## src/rtl/load_store_unit_pkg.sv

```systemverilog
// Shared definitions for the load/store unit: FSM states, fault codes and RV32I width codes.
// Also provides the func3 legality helper that the FSM uses when it accepts a request.
package load_store_unit_pkg;

    typedef enum logic [1:0] {
        ST_IDLE = 2'd0,
        ST_REQ  = 2'd1,
        ST_RESP = 2'd2
    } lsu_state_e;

    localparam logic [1:0] FAULT_NONE     = 2'd0;
    localparam logic [1:0] FAULT_MISALIGN = 2'd1;
    localparam logic [1:0] FAULT_FUNC3    = 2'd2;
    localparam logic [1:0] FAULT_TIMEOUT  = 2'd3;

    localparam logic [2:0] F3_LB  = 3'd0;
    localparam logic [2:0] F3_LH  = 3'd1;
    localparam logic [2:0] F3_LW  = 3'd2;
    localparam logic [2:0] F3_LBU = 3'd4;
    localparam logic [2:0] F3_LHU = 3'd5;
    localparam logic [2:0] F3_SB  = 3'd0;
    localparam logic [2:0] F3_SH  = 3'd1;
    localparam logic [2:0] F3_SW  = 3'd2;

    function automatic logic func3_illegal(input logic is_store, input logic [2:0] f3);
        if (is_store)
            return !((f3 == F3_SB) || (f3 == F3_SH) || (f3 == F3_SW));
        return (f3 == 3'd3) || (f3 == 3'd6) || (f3 == 3'd7);
    endfunction

endpackage

```

## src/rtl/load_store_unit_align.sv

```systemverilog
// lsu_align: combinational byte-lane steering for stores and extract/extend for loads.
// Latency: zero cycles (pure combinational). Backpressure: none; the caller sequences it.
module lsu_align
    import load_store_unit_pkg::*;
(
    input  logic [2:0]  func3,
    input  logic [1:0]  off,
    input  logic [31:0] store_data,
    input  logic [31:0] load_word,
    output logic [3:0]  byte_en,
    output logic [31:0] lane_data,
    output logic [31:0] load_data
);

    logic [31:0] masked;
    logic [31:0] shifted;

    always_comb begin
        byte_en = 4'b1111;
        masked  = store_data;
        case (func3[1:0])
            2'd0: begin
                byte_en = 4'b0001 << off;
                masked  = {24'd0, store_data[7:0]};
            end
            2'd1: begin
                byte_en = 4'b0011 << off;
                masked  = {16'd0, store_data[15:0]};
            end
            default: ;
        endcase
        lane_data = masked << {off, 3'b000};

        shifted = load_word >> {off, 3'b000};
        case (func3)
            F3_LB:   load_data = {{24{shifted[7]}}, shifted[7:0]};
            F3_LH:   load_data = {{16{shifted[15]}}, shifted[15:0]};
            F3_LBU:  load_data = {24'd0, shifted[7:0]};
            F3_LHU:  load_data = {16'd0, shifted[15:0]};
            default: load_data = shifted;
        endcase
    end

endmodule

```

## src/rtl/load_store_unit.sv

```systemverilog
// CPU-side data-memory initiator: one load/store per handshake, lane-steered word access, extended load data.
// Latency: accept -> memReq next cycle -> respValid the cycle after memAck (min 2 cycles; faults 1 cycle).
// Backpressure: reqReady only in IDLE; memReq held until memAck or timeout. MISALIGN_TRAP_EN: trap misaligned h/w.
module load_store_unit
    import load_store_unit_pkg::*;
#(
    parameter int ADDR_WIDTH     = 32,
    parameter int DATA_WIDTH     = 32,
    parameter int TIMEOUT_CYCLES = 16
) (
    input  logic                  clk,
    input  logic                  rstn,
    input  logic                  reqValid,
    output logic                  reqReady,
    input  logic                  reqIsStore,
    input  logic [2:0]            reqFunc3,
    input  logic [ADDR_WIDTH-1:0] reqAddr,
    input  logic [DATA_WIDTH-1:0] reqWriteData,
    output logic                  respValid,
    output logic [DATA_WIDTH-1:0] respReadData,
    output logic                  respFault,
    output logic [1:0]            respFaultCode,
    output logic                  memReq,
    output logic [ADDR_WIDTH-1:0] memAddr,
    output logic                  memWriteEnable,
    output logic [3:0]            memByteEn,
    output logic [DATA_WIDTH-1:0] memWriteData,
    input  logic                  memAck,
    input  logic [DATA_WIDTH-1:0] memReadData
);

    localparam int              CNT_W   = $clog2(TIMEOUT_CYCLES);
    localparam logic [CNT_W-1:0] TO_LAST = CNT_W'(TIMEOUT_CYCLES - 1);

    lsu_state_e            state_q, state_d;
    logic [CNT_W-1:0]      cnt_q, cnt_d;
    logic [2:0]            func3_q, func3_d;
    logic [1:0]            off_q, off_d;
    logic                  is_store_q, is_store_d;
    logic                  mem_req_q, mem_req_d;
    logic [ADDR_WIDTH-1:0] mem_addr_q, mem_addr_d;
    logic                  mem_we_q, mem_we_d;
    logic [3:0]            mem_be_q, mem_be_d;
    logic [31:0]           mem_wdata_q, mem_wdata_d;
    logic                  resp_vld_q, resp_vld_d;
    logic [31:0]           resp_data_q, resp_data_d;
    logic                  resp_fault_q, resp_fault_d;
    logic [1:0]            resp_code_q, resp_code_d;

    logic        misalign;
    logic [1:0]  eff_off;
    logic [2:0]  align_func3;
    logic [1:0]  align_off;
    logic [3:0]  align_be;
    logic [31:0] align_wdata;
    logic [31:0] align_load;

`ifdef MISALIGN_TRAP_EN
    always_comb begin
        misalign = ((reqFunc3[1:0] == 2'd1) && reqAddr[0]) ||
                   ((reqFunc3[1:0] == 2'd2) && (reqAddr[1:0] != 2'd0));
        eff_off  = reqAddr[1:0];
    end
`else
    logic crosses;
    // A word-crossing access is folded onto lane 0 instead of faulting.
    always_comb begin
        crosses  = ((reqFunc3[1:0] == 2'd1) && (reqAddr[1:0] == 2'd3)) ||
                   ((reqFunc3[1:0] == 2'd2) && (reqAddr[1:0] != 2'd0));
        misalign = 1'b0;
        eff_off  = crosses ? 2'd0 : reqAddr[1:0];
    end
`endif

    // One aligner: request fields while idle, captured fields during the memory phase.
    assign align_func3 = (state_q == ST_IDLE) ? reqFunc3 : func3_q;
    assign align_off   = (state_q == ST_IDLE) ? eff_off  : off_q;

    lsu_align u_align (
        .func3      (align_func3),
        .off        (align_off),
        .store_data (reqWriteData),
        .load_word  (memReadData),
        .byte_en    (align_be),
        .lane_data  (align_wdata),
        .load_data  (align_load)
    );

    always_comb begin
        state_d      = state_q;
        cnt_d        = cnt_q;
        func3_d      = func3_q;
        off_d        = off_q;
        is_store_d   = is_store_q;
        mem_req_d    = mem_req_q;
        mem_addr_d   = mem_addr_q;
        mem_we_d     = mem_we_q;
        mem_be_d     = mem_be_q;
        mem_wdata_d  = mem_wdata_q;
        resp_vld_d   = 1'b0;
        resp_data_d  = resp_data_q;
        resp_fault_d = resp_fault_q;
        resp_code_d  = resp_code_q;
        case (state_q)
            ST_IDLE: begin
                if (reqValid) begin
                    func3_d    = reqFunc3;
                    off_d      = eff_off;
                    is_store_d = reqIsStore;
                    if (func3_illegal(reqIsStore, reqFunc3) || misalign) begin
                        state_d      = ST_RESP;
                        resp_vld_d   = 1'b1;
                        resp_data_d  = 32'd0;
                        resp_fault_d = 1'b1;
                        resp_code_d  = func3_illegal(reqIsStore, reqFunc3) ? FAULT_FUNC3
                                                                            : FAULT_MISALIGN;
                    end else begin
                        state_d     = ST_REQ;
                        cnt_d       = '0;
                        mem_req_d   = 1'b1;
                        mem_addr_d  = {reqAddr[ADDR_WIDTH-1:2], 2'b00};
                        mem_we_d    = reqIsStore;
                        mem_be_d    = align_be;
                        mem_wdata_d = align_wdata;
                    end
                end
            end
            ST_REQ: begin
                // An ack in the final timeout cycle still completes normally.
                if (memAck) begin
                    state_d      = ST_RESP;
                    mem_req_d    = 1'b0;
                    resp_vld_d   = 1'b1;
                    resp_data_d  = is_store_q ? 32'd0 : align_load;
                    resp_fault_d = 1'b0;
                    resp_code_d  = FAULT_NONE;
                end else if (cnt_q == TO_LAST) begin
                    state_d      = ST_RESP;
                    mem_req_d    = 1'b0;
                    resp_vld_d   = 1'b1;
                    resp_data_d  = 32'd0;
                    resp_fault_d = 1'b1;
                    resp_code_d  = FAULT_TIMEOUT;
                end else begin
                    cnt_d = cnt_q + 1'b1;
                end
            end
            default: state_d = ST_IDLE;
        endcase
    end

    always_ff @(posedge clk or negedge rstn) begin
        if (!rstn) begin
            state_q      <= ST_IDLE;
            cnt_q        <= '0;
            func3_q      <= 3'd0;
            off_q        <= 2'd0;
            is_store_q   <= 1'b0;
            mem_req_q    <= 1'b0;
            mem_addr_q   <= '0;
            mem_we_q     <= 1'b0;
            mem_be_q     <= 4'd0;
            mem_wdata_q  <= 32'd0;
            resp_vld_q   <= 1'b0;
            resp_data_q  <= 32'd0;
            resp_fault_q <= 1'b0;
            resp_code_q  <= FAULT_NONE;
        end else begin
            state_q      <= state_d;
            cnt_q        <= cnt_d;
            func3_q      <= func3_d;
            off_q        <= off_d;
            is_store_q   <= is_store_d;
            mem_req_q    <= mem_req_d;
            mem_addr_q   <= mem_addr_d;
            mem_we_q     <= mem_we_d;
            mem_be_q     <= mem_be_d;
            mem_wdata_q  <= mem_wdata_d;
            resp_vld_q   <= resp_vld_d;
            resp_data_q  <= resp_data_d;
            resp_fault_q <= resp_fault_d;
            resp_code_q  <= resp_code_d;
        end
    end

    assign reqReady       = (state_q == ST_IDLE);
    assign respValid      = resp_vld_q;
    assign respReadData   = resp_data_q;
    assign respFault      = resp_fault_q;
    assign respFaultCode  = resp_code_q;
    assign memReq         = mem_req_q;
    assign memAddr        = mem_addr_q;
    assign memWriteEnable = mem_we_q;
    assign memByteEn      = mem_be_q;
    assign memWriteData   = mem_wdata_q;

endmodule

```

## config.mk

```make
export PLATFORM = sky130hd
export DESIGN_NAME = load_store_unit
export DESIGN_NICKNAME = d
export VERILOG_FILES = /design/src/rtl/load_store_unit_pkg.sv /design/src/rtl/load_store_unit_align.sv /design/src/rtl/load_store_unit.sv
export SDC_FILE = /design/constraint.sdc
export NUM_CORES = 1
export LEC_CHECK = 0
export BUFFER_PORTS_ARGS = -buffer_cell sky130_fd_sc_hd__buf_2
export CORE_ASPECT_RATIO = 1.25
export CORE_MARGIN = 2
export CORE_UTILIZATION = 53
export CTS_CLUSTER_DIAMETER = 200
export DETAILED_ROUTE_END_ITERATION = 8
export GPL_TIMING_DRIVEN = 1
export PLACE_DENSITY = 0.85
export RECOVER_POWER = 25
export SYNTH_ARGS = -nofsm -noshare
export SYNTH_HDL_FRONTEND = slang
export SYNTH_SLANG_ARGS = --single-unit
```

## constraint.sdc

```tcl
create_clock -name clk -period 4 [get_ports clk]
set_clock_uncertainty 0.2 [all_clocks]
set_input_delay 0.2 -clock clk [delete_from_list [all_inputs] [get_ports clk]]
set_output_delay 0.2 -clock clk [all_outputs]
set_load 0.1 [all_outputs]
```

==> reports/qor.txt <==
Result of the run - finished, violations left
Violations in the final reports - capacitance limit, slew limit
Clock edge transition at the registers on the reported setup and hold paths - 0.05 ns
Leakage dissipation - 3.93 nW
Overall routed net length - 18800 um
Iter 0 DRT Violations - 351
Netlist Area Pre-Place - 5540 um2
DIE WIDTH - 95.5 um
Max Cap Viol - 1
Portion of the clock cycle consumed by the worst path in the final layout - 0.878
Final GP Congestion - 0.903
Pin count of the biggest net entering global routing - 65
Top fanout value on the critical path - 18
Cell Pwr Density - 960 nW/um2
Number of buffer cells added on primary ports - 208
Number of antenna violations at the first check in global routing - 0
Clock buffers created by TritonCTS - 17
Number of max-slew violations in the final report - 49
CTS max path bufs - 2
Die height - 118 um
Total iterations of the first detailed-routing run - 5
First-pass GRT wire length - 29600 um
Worst EP required - 4.10 ns
Number of nets with antenna violations after detailed routing - 0
Count of flip-flops with a built-in enable after synthesis - 0
Count of synthesis-stage warnings from yosys - 0
Io pins - 211
Kind of end point of the critical path - flop
Die Footprint - 11300 um2
Total of endpoints with negative setup slack in the final report - 0
Avg Cell Area, Syn - 9.81 um2
Post-cts gate resize count - 0
Number of instances in the synthesized netlist - 565
Share of flip-flops with an asynchronous set or reset after synthesis - 1.00
Final Hold Fails - 0
Top_reg_cell synth - sky130_fd_sc_hd__dfrtp_1
Fin Setup TNS - 0 ns
Sum of overflow across all layers after global routing - 0
Transition time at the pin with the least slew margin - 2.46 ns
All-Layer GR Usage - 0.339
Post-CTS Setup Repair Bufs - 0
Total placed cells including tap cells - 870
Total number of clock tree sinks - 116
# diodes - 0
Fraction of layout cells with a size suffix above 1 - 0.316
Average via count per standard cell - 6.00
CTS hold repair buffers - 70
Number of non-filler instances in the completed layout - 970
Routed length per instance - 19.4 um
Placed wire-length estimate after detailed placement - 12100 um
Crit path arrival time - 3.62 ns
Via count - 5824
Vias in the first global route - 5873
Root buffer cell - sky130_fd_sc_hd__clkbuf_16
Worst IR Drop VDD - 572 uV
Placeable core region - 10200 um2
Number of core rows - 41
Fraction of the yosys area taken by sequential cells - 0.524
Type of the most critical hold path - input port to flop
Syn-to-layout area delta - 41.3%
CP startpoint kind - flop
Post-synth cell types - 65
Worst-skew pair later-pin latency - 0.40 ns
Clock tree from TritonCTS - yes
Setup repair after global routing missed its margin - false
Total of flip-flops plus latches after synthesis - 116
Starting utilization of the core area - 0.546
Tightest slew margin relative to the limit - -0.642
Detailed-route DRC error count - 0
Tmin final - 3.51 ns
Worst Path Class, Setup - flop to flop
# H-tree levels - 4
Number of nets in the layout - 935
Maximum operating frequency - 0.285 GHz
## state kept, by name, summed over array words and instances (netlist names)
| signal | flops |
|---|---|
| is_store_q | 1 |
| memByteEn | 4 |
| respFaultCode | 2 |
| memWriteData | 32 |
| cnt_q | 4 |
| memAddr | 30 |
| memWriteEnable | 1 |
| respFault | 1 |
| respValid | 1 |
| state_q | 2 |
| respReadData | 32 |
| memReq | 1 |
| off_q | 2 |
| func3_q | 3 |
## logic make-up after synthesis
kind of cell / count (synthesis) / synth area share
buffers and inverters: 45 / 0.0433
XOR/XNOR: 1 / 0.00158
AND/OR/NAND/NOR: 214 / 0.165
flip-flops: 116 / 0.524
adder cells (fa/ha/maj): 1 / 0.00226
AO/OA/AOI/OAI: 169 / 0.225
other: 1 / 0.000677
multiplexers: 18 / 0.0384
## where the power goes
part	switching (mW)	total, mW	leakage, nW	internal (mW)
sequential	0.272	1.83	1.48	1.56
combinational	3.54	4.28	2.19	0.743
clock	0.526	1.40	0.259	0.872
## cell usage after synthesis, drive strengths merged (2+ instances only)
cell type  count  area (um2)
nand2        157         592
dfrtp        116        2900
o21ai         42         210
clkbuf        26        98.8
a21oi         22         110
nor2          21        83.8
a22oi         17         128
a22o          16         140
a221o         15         150
buf           14         118
mux2          13         146
o21a          12        90.1
o211ai        10        75.1
a31oi          9        56.3
and3           9        56.3
a311oi         8        70.1
nor3           6        41.3
inv            5        23.8
mux2i          5        66.3
or2            4        27.5
nand2b         3        18.8
nand3b         3        22.5
a211oi         2        27.5
a41oi          2        36.3
nand3          2        10.0
nand4          2        12.5
nor4           2        12.5
o31ai          2        20.0
## worst max-delay path: stages, from the launching register on
cell and delay [ns]:
sky130_fd_sc_hd__dfrtp_1 0.56, sky130_fd_sc_hd__or2_4 0.28, sky130_fd_sc_hd__inv_6 0.09, sky130_fd_sc_hd__a41o_1 0.45, sky130_fd_sc_hd__buf_4 0.31, sky130_fd_sc_hd__nor2_1 0.49, sky130_fd_sc_hd__a22oi_1 0.19, sky130_fd_sc_hd__dlygate4sd3_1 0.61
sky130_fd_sc_hd__o21ai_0 0.21
## layer usage
| metal | part of all wire | vias to the layer above | track usage |
|---|---|---|---|
| li1 | - | 2558 | - |
| met1 | 0.37 | 2783 | 0.398 |
| met2 | 0.50 | 403 | 0.571 |
| met3 | 0.089 | 80 | 0.0905 |
| met4 | 0.041 | 0 | 0.155 |
| met5 | 0 | - | 0 |
## final timing paths
kind,from,endpoint,slack (ns),cells after the start
worst min-delay path,reqWriteData[26],memWriteData[26]$_DFFE_PN0P_,0.005,4
worst min register to register,memAddr[26]$_DFFE_PN0P_,memAddr[26]$_DFFE_PN0P_,0.27,2
max in group asynchronous,rstn,memWriteData[26]$_DFFE_PN0P_,0.94,3
worst max register to register,state_q[1]$_DFFE_PN0P_,memWriteData[20]$_DFFE_PN0P_,0.49,8
worst max-delay path,state_q[1]$_DFFE_PN0P_,memWriteData[20]$_DFFE_PN0P_,0.49,8
min in group asynchronous,rstn,memWriteData[29]$_DFFE_PN0P_,0.89,2
## through the flow
step	hold slack (ns)	setup WS (ns)	total power, mW	instance area (um2)	utilization
floorplan	-0.296	1.22	5.25	5550	-
global placement	0.0359	1.10	5.91	6600	0.650
detailed placement	0.0442	0.994	5.98	6600	0.650
global route	0.0202	0.303	7.77	7830	0.771
finish	0.00474	0.488	7.51	7830	0.771
CTS	0.00142	0.617	7.46	7840	0.772
## area by class of cell
type / count / area [um2]
flip-flops and latches: 116 / 2900
fillers: 653 / 2330
inverters: 5 / 23.8
clock buffers: 20 / 457
clock inverters: 10 / 85.1
well taps: 129 / 161
repair buffers: 285 / 1780
multi-input cells: 405 / 2420
## cells in the final DEF, fill, tap and decap left out, types with 5 or more instances in the layout
cell type                       netlist  layout
sky130_fd_sc_hd__a21oi_1             22      22
sky130_fd_sc_hd__a221o_1             15      15
sky130_fd_sc_hd__a22o_1              16      16
sky130_fd_sc_hd__a22oi_1             17      17
sky130_fd_sc_hd__a311oi_1             8       8
sky130_fd_sc_hd__a31oi_1              9       9
sky130_fd_sc_hd__and3_1               9       9
sky130_fd_sc_hd__buf_2                3     199
sky130_fd_sc_hd__buf_4                2       6
sky130_fd_sc_hd__clkbuf_1            25      10
sky130_fd_sc_hd__clkbuf_16            0      17
sky130_fd_sc_hd__clkinv_2             0       5
sky130_fd_sc_hd__dfrtp_1            116     116
sky130_fd_sc_hd__dlygate4sd3_1        0      70
sky130_fd_sc_hd__mux2_2              13      13
sky130_fd_sc_hd__nand2_1            156     156
sky130_fd_sc_hd__nor2_1              19      18
sky130_fd_sc_hd__nor3_1               5       5
sky130_fd_sc_hd__o211ai_1            10      10
sky130_fd_sc_hd__o21a_1              12      12
sky130_fd_sc_hd__o21ai_0             41      41
No activity file was read; power rests on OpenSTA's default activity.
